### config.mk
export PLATFORM = sky130hd
export DESIGN_NAME = hazard_detection_unit
export DESIGN_NICKNAME = d
export VERILOG_FILES = /design/src/rtl/hazard_detection_unit.sv
export SDC_FILE = /design/constraint.sdc
export NUM_CORES = 1
export LEC_CHECK = 0
export ABC_AREA = 1
export ABC_CLOCK_PERIOD_IN_PS = 2100
export CAP_MARGIN = 20
export CORE_MARGIN = 10
export CORE_UTILIZATION = 45
export DETAILED_ROUTE_END_ITERATION = 16
export MAX_ROUTING_LAYER = met4
export PLACE_DENSITY = 0.89
export RECOVER_POWER = 25
export SETUP_SLACK_MARGIN = 0.02
export SLEW_MARGIN = 30
export SYNTH_ARGS = -nofsm -noshare
export SYNTH_HDL_FRONTEND = slang
export SYNTH_SLANG_ARGS = --single-unit
### constraint.sdc
create_clock -name clk -period 2.1 [get_ports clk]
set_input_delay 0.21 -clock clk [delete_from_list [all_inputs] [get_ports clk]]
set_output_delay 0.21 -clock clk [all_outputs]
set_load 0.02 [all_outputs]
### src/rtl/hazard_detection_unit.sv
// Decode-stage hazard/stall controller.
// Detects load-use and JALR-on-load dependencies that forwarding cannot
// resolve, holds the two-bubble JALR case with a RUN/HOLD FSM, arbitrates
// against memory freezes and EX redirects, and counts hazard-stall cycles.
module hazard_detection_unit #(
    parameter int CNT_W = 16
) (
    input  logic             clk,
    input  logic             rst,
    input  logic [4:0]       rs1,
    input  logic [4:0]       rs2,
    input  logic             uses_rs2,
    input  logic             jalr,
    input  logic [4:0]       ID_EX_rd,
    input  logic             ID_EX_memread,
    input  logic [4:0]       EX_MEM_rd,
    input  logic             EX_MEM_memread,
    input  logic             mem_stall,
    input  logic             redirect,
    output logic             pc_write,
    output logic             IF_ID_write,
    output logic             IF_ID_flush,
    output logic             ID_EX_write,
    output logic             ID_EX_bubble,
    output logic [CNT_W-1:0] stall_cycles
);

    typedef enum logic {
        RUN  = 1'b0,
        HOLD = 1'b1
    } state_t;

    localparam logic [CNT_W-1:0] CNT_MAX = {CNT_W{1'b1}};

    state_t           r_state;
    state_t           w_state_nxt;
    logic [CNT_W-1:0] r_stall_cycles;

    logic w_ex_load;
    logic w_mem_load;
    logic w_lu;
    logic w_jx;
    logic w_jm;
    logic w_cnt_inc;

    // x0 is never a real producer, so a load targeting it cannot hazard.
    assign w_ex_load  = ID_EX_memread & (ID_EX_rd != 5'd0);
    assign w_mem_load = EX_MEM_memread & (EX_MEM_rd != 5'd0);

    assign w_lu = w_ex_load & ((ID_EX_rd == rs1) | (uses_rs2 & (ID_EX_rd == rs2)));
    assign w_jx = jalr & w_ex_load & (ID_EX_rd == rs1);
    assign w_jm = jalr & w_mem_load & (EX_MEM_rd == rs1);

    // Prioritised control outputs and next state: rst > mem_stall > redirect > HOLD > hazard.
    always_comb begin
        pc_write     = 1'b1;
        IF_ID_write  = 1'b1;
        IF_ID_flush  = 1'b0;
        ID_EX_write  = 1'b1;
        ID_EX_bubble = 1'b0;
        w_state_nxt  = RUN;

        if (rst) begin
            pc_write    = 1'b0;
            IF_ID_write = 1'b0;
            ID_EX_write = 1'b0;
            w_state_nxt = RUN;
        end else if (mem_stall) begin
            // Whole pipeline frozen; pending HOLD survives the freeze.
            pc_write    = 1'b0;
            IF_ID_write = 1'b0;
            ID_EX_write = 1'b0;
            w_state_nxt = r_state;
        end else if (redirect) begin
            // Squash the wrong-path instructions in IF/ID and ID.
            IF_ID_flush  = 1'b1;
            ID_EX_bubble = 1'b1;
            w_state_nxt  = RUN;
        end else if (r_state == HOLD) begin
            pc_write     = 1'b0;
            IF_ID_write  = 1'b0;
            ID_EX_bubble = 1'b1;
            w_state_nxt  = RUN;
        end else if (w_lu | w_jx | w_jm) begin
            pc_write     = 1'b0;
            IF_ID_write  = 1'b0;
            ID_EX_bubble = 1'b1;
            // JALR on a load still in EX needs a second bubble.
            w_state_nxt  = w_jx ? HOLD : RUN;
        end
    end

    // Redirect bubbles are squashes, not hazard stalls, so they are not counted.
    assign w_cnt_inc = ID_EX_bubble & ~redirect & (r_stall_cycles != CNT_MAX);

    // FSM state register.
    always_ff @(posedge clk) begin
        if (rst) begin
            r_state <= RUN;
        end else begin
            r_state <= w_state_nxt;
        end
    end

    // Saturating hazard-stall cycle counter.
    always_ff @(posedge clk) begin
        if (rst) begin
            r_stall_cycles <= '0;
        end else if (w_cnt_inc) begin
            r_stall_cycles <= r_stall_cycles + 1'b1;
        end
    end

    assign stall_cycles = r_stall_cycles;

endmodule

Word-level counts from Yosys, hierarchy flattened:

Index checks and enable logic that the tools add are counted.

* bits in registers: 17
* output and inout port bits: 21
* input bits: 28
* logic and storage cells: 42

* equal/unequal tests: 4
* $add $sub $neg: 1
* mux-type cells: 19
* reduce and logical (&&, ||, !) cells: 2
* bitwise logic cells: 14

Operator list (count)
* 1-bit 2-to-1 mux: 19
* 16-bit by 1-bit adder with 16-bit output, second input constant: 1
* 16-bit != test, second input constant: 1
* 5-bit == test: 3
* 1-bit AND: 10
* 5-bit nonzero test: 2
* 1-bit bitwise OR: 3
* 1-bit NOT: 1

Logic depth before layout (Yosys ltp):

* word-level depth: 13
* mapped depth: 12
* gate-level depth less buffers: 11

Worst setup path before layout:

Ideal clock, no wire load.

* path kind: in2out
* from: input ID_EX_rd[3]
* to: output pc_write
* data required time: 1890 ps
* path buffers: 2
* arrival: 1550 ps
* stages: 9
* setup slack: 340 ps
* path through: inv_1 > nand4_1 > o21ai_1 > inv_1 > nand2_1 > nand3_4 > buf_4 > a21oi_1 > buf_4

* longest elaborated chain between the ends: 11
* elaborated cells between the ends (all ways): 16
* classes of those cells: 2 x eq/ne; 5 x mux; 8 x bitwise; 1 x reduce/logical

Ends and longest elaborated chain
* from (decl): line 14 `input logic [4:0] ID_EX_rd,`
* 5-bit == test / 5-bit nonzero test (equally long branches): line 50, 47
* 1-bit AND, on equally long branches: line 50, 47
* 1-bit bitwise OR / 1-bit AND (equally long branches): line 50, 51
* 1-bit AND, on equally long branches: line 50, 51
* 1-bit bitwise OR (*) (2 in series): line 84 `end else if (w_lu | w_jx | w_jm) begin`
* 1-bit 2-to-1 mux (*) (5 in series)
* to (decl): line 20 `output logic pc_write,`

Every way passes the cells marked *; elsewhere a longest branch is shown, timed or not.

Final worst setup path:

* from: input ID_EX_rd[3]
* to: output IF_ID_write

* longest elaborated chain between the ends: 11
* elaborated cells between the ends (all ways): 16
* classes of those cells: 2 x eq/ne; 5 x mux; 8 x bitwise; 1 x reduce/logical

Ends and longest elaborated chain
* 5-bit == test / 5-bit nonzero test (equally long branches): line 50, 47
* 1-bit AND, on equally long branches: line 50, 47
* 1-bit bitwise OR / 1-bit AND (equally long branches): line 50, 51
* 1-bit AND, on equally long branches: line 50, 51
* 1-bit bitwise OR (*) (2 in series): line 84
* 1-bit 2-to-1 mux (*): line 84
* 1-bit 2-to-1 mux (*): line 79 `end else if (r_state == HOLD) begin`
* 1-bit 2-to-1 mux (*): line 74 `end else if (redirect) begin`
* 1-bit 2-to-1 mux (*): line 68 `end else if (mem_stall) begin`
* 1-bit 2-to-1 mux (*): line 63 `if (rst) begin`
* to (decl): line 21 `output logic IF_ID_write,`

Marks and branches as above.

==> impl_metrics.json <==
{
  "final_cells": 317,
  "synth_ff_type": "dfxtp_1",
  "async_reset_ff_frac": 0,
  "fill_cells": 282,
  "worst_pin_slew_ps": 671,
  "antenna_found_initial": 0,
  "slew_viol_final": 0,
  "ios": 49,
  "arrival_ps": 1700,
  "vias": 1597,
  "critical_path.startpoint_type": "input pin",
  "min_period_ps": 1910,
  "wl_um": 3950,
  "synth-seq-cells": 17,
  "end_kind": "output port",
  "syn-num-nets": 252,
  "p_leak_uw": 0.000824,
  "finalHoldViolCount": 0,
  "synth-edff-count": 0,
  "io_buffers": 48,
  "die_x_um": 76.4,
  "status": "finished, final reports clean",
  "multi_input_area_um2": 907,
  "cts_tree": "yes",
  "tns_ps": 0,
  "drive_gt1_frac": 0.117,
  "clk_pin_slew_ps": 100,
  "synth_cell_types": 26,
  "finalSetupViolations": 0,
  "viasPerCell": 5.04,
  "gr-total-overflow": 0,
  "synthesis.area_um2": 1430,
  "antenna_cells": 0,
  "dieArea_um2": 5840,
  "placed_cells": 313,
  "p_total_uw": 665,
  "grt_pass1_wl_um": 6760,
  "hpwlAfterDp_um": 3260,
  "max_freq_mhz": 523,
  "h-tree-depth": 1,
  "antenna_left": 0,
  "syn2layout_area_growth_pct": 37.2,
  "clock-sinks": 17,
  "holdBufCountCts": 0,
  "period_share": 0.911,
  "nets": 303,
  "yosys.cell_count.top_type": "nand2_1",
  "synth_top_area_cell": "dfxtp_1",
  "ir_drop_mv": 0.148,
  "start_util": 0.469,
  "hp-class": "reg2reg",
  "core_area_um2": 3050,
  "seq_area_um2": 340,
  "clock_latency_ps": 300,
  "drv_cap": 0,
  "crit_type": "in2out",
  "grt_pass1_vias": 1495,
  "synthCells": 223,
  "avgSynthCellArea_um2": 6.42,
  "rsz0062_at_grt": "no",
  "grt_max_degree": 18,
  "die_y_um": 76.4,
  "place_congestion": 0.940,
  "wire_per_inst_um": 12.4,
  "cp.required_ps": 1890,
  "ys_warn_count": 0,
  "track_usage": 0.137,
  "clock_path_buffers": 2,
  "row_count": 20,
  "cts_resized": 4,
  "root_buffer": "clkbuf_4",
  "p_per_area_nw_per_um2": 339,
  "clock_skew_ps": 1.94,
  "drt_iter0_markers": 82,
  "final_core_util": 0.643,
  "yosys.area.top_type_share": 0.238,
  "slew_headroom": 0.553,
  "synth_commonest_cells": "61 x nand2_1, 29 x inv_1, 23 x nor2_1, 20 x nand4_1, 17 x dfxtp_1",
  "cp_max_fo": 10,
  "dr.pass1.iters": 4,
  "synth_seq_area_share": 0.238,
  "cts_setup_buffers": 0,
  "drc": 0,
  "cts_buffers": 3,
  "yosys-top-cells-area": "dfxtp_1 24%, nand2_1 16%, nand4_1 8.7%"
}
-- routing by layer --
layer / GRT usage / part of all wire
met5: - / 0
met4: 0.0613 / 0.015
met3: 0.0200 / 0.041
met2: 0.243 / 0.51
met1: 0.147 / 0.44
-- logic make-up after synthesis --
kind of cell             Yosys count  share of synthesized area
AND/OR/NAND/NOR                  125                      0.404
buffers and inverters             40                      0.128
AO/OA/AOI/OAI                     24                      0.123
flip-flops                        17                      0.238
XOR/XNOR                          16                     0.0979
adder cells (fa/ha/maj)            1                    0.00874
-- final cells by class --
type                    instances  area share
repair buffers                 54       0.261
well taps                      44      0.0280
flip-flops and latches         17       0.173
multi-input cells             166       0.462
clock buffers                   3      0.0115
inverters                      32      0.0618
clock inverters                 1     0.00255
-- cells in the final DEF, fill, tap and decap left out, types with 2 or more instances in the layout --
cell type	Yosys	layout
nand3_1	10	10
clkinv_2	1	2
inv_2	2	2
nand4_1	20	20
clkdlybuf4s50_1	0	36
dlygate4sd3_1	0	8
nand3_4	2	2
xnor2_1	6	6
a21oi_2	10	10
buf_4	2	6
nand2_2	2	2
nor2_1	23	23
nand2_1	61	61
o22ai_1	2	2
a21oi_1	9	9
nor2_2	2	2
o21ai_1	2	2
dfxtp_1	17	17
clkbuf_2	0	2
inv_1	29	29
xor2_1	10	10
clkbuf_4	0	3
nor3_1	4	4
-- flip-flops by register name (all words and copies together), names as in the netlist --
register	count
stall_cycles	16
r_state	1
-- stage by stage --
stage                     setup WS, ps  cell area (um^2)  hold slack (ps)
after CTS                         27.5              1970              503
after detailed placement          -269              1950              485
after global placement            -229              1950              461
after floorplan                    340              1430              357
after global routing              31.3              1960              523
final                              187              1960              497
-- critical path, stage by stage --
cell and delay (ps):
clkdlybuf4s50_1 450, inv_1 110, nand4_1 100, o21ai_1 120, inv_1 60, nand2_1 110, nand3_4 140, a21oi_1 200
clkbuf_2 210
-- path summary, 6_finish.rpt --
kind                 endpoint  cells past startpoint        startpoint  slack [ps]
max               IF_ID_write                      9       ID_EX_rd[3]         190
min          stall_cycles[15]                      2  stall_cycles[15]         500
max reg2reg   stall_cycles[9]                      7   stall_cycles[0]         300
min reg2reg  stall_cycles[15]                      2  stall_cycles[15]         500
-- power breakdown --
part           switching (uW)  leakage, uW  internal, uW
Sequential              0.329     0.000137           322
Clock                     112    0.0000177          71.2
Combinational            80.0     0.000669          79.2
Total                     192     0.000824           473
Power figures use the tool's default switching activity.
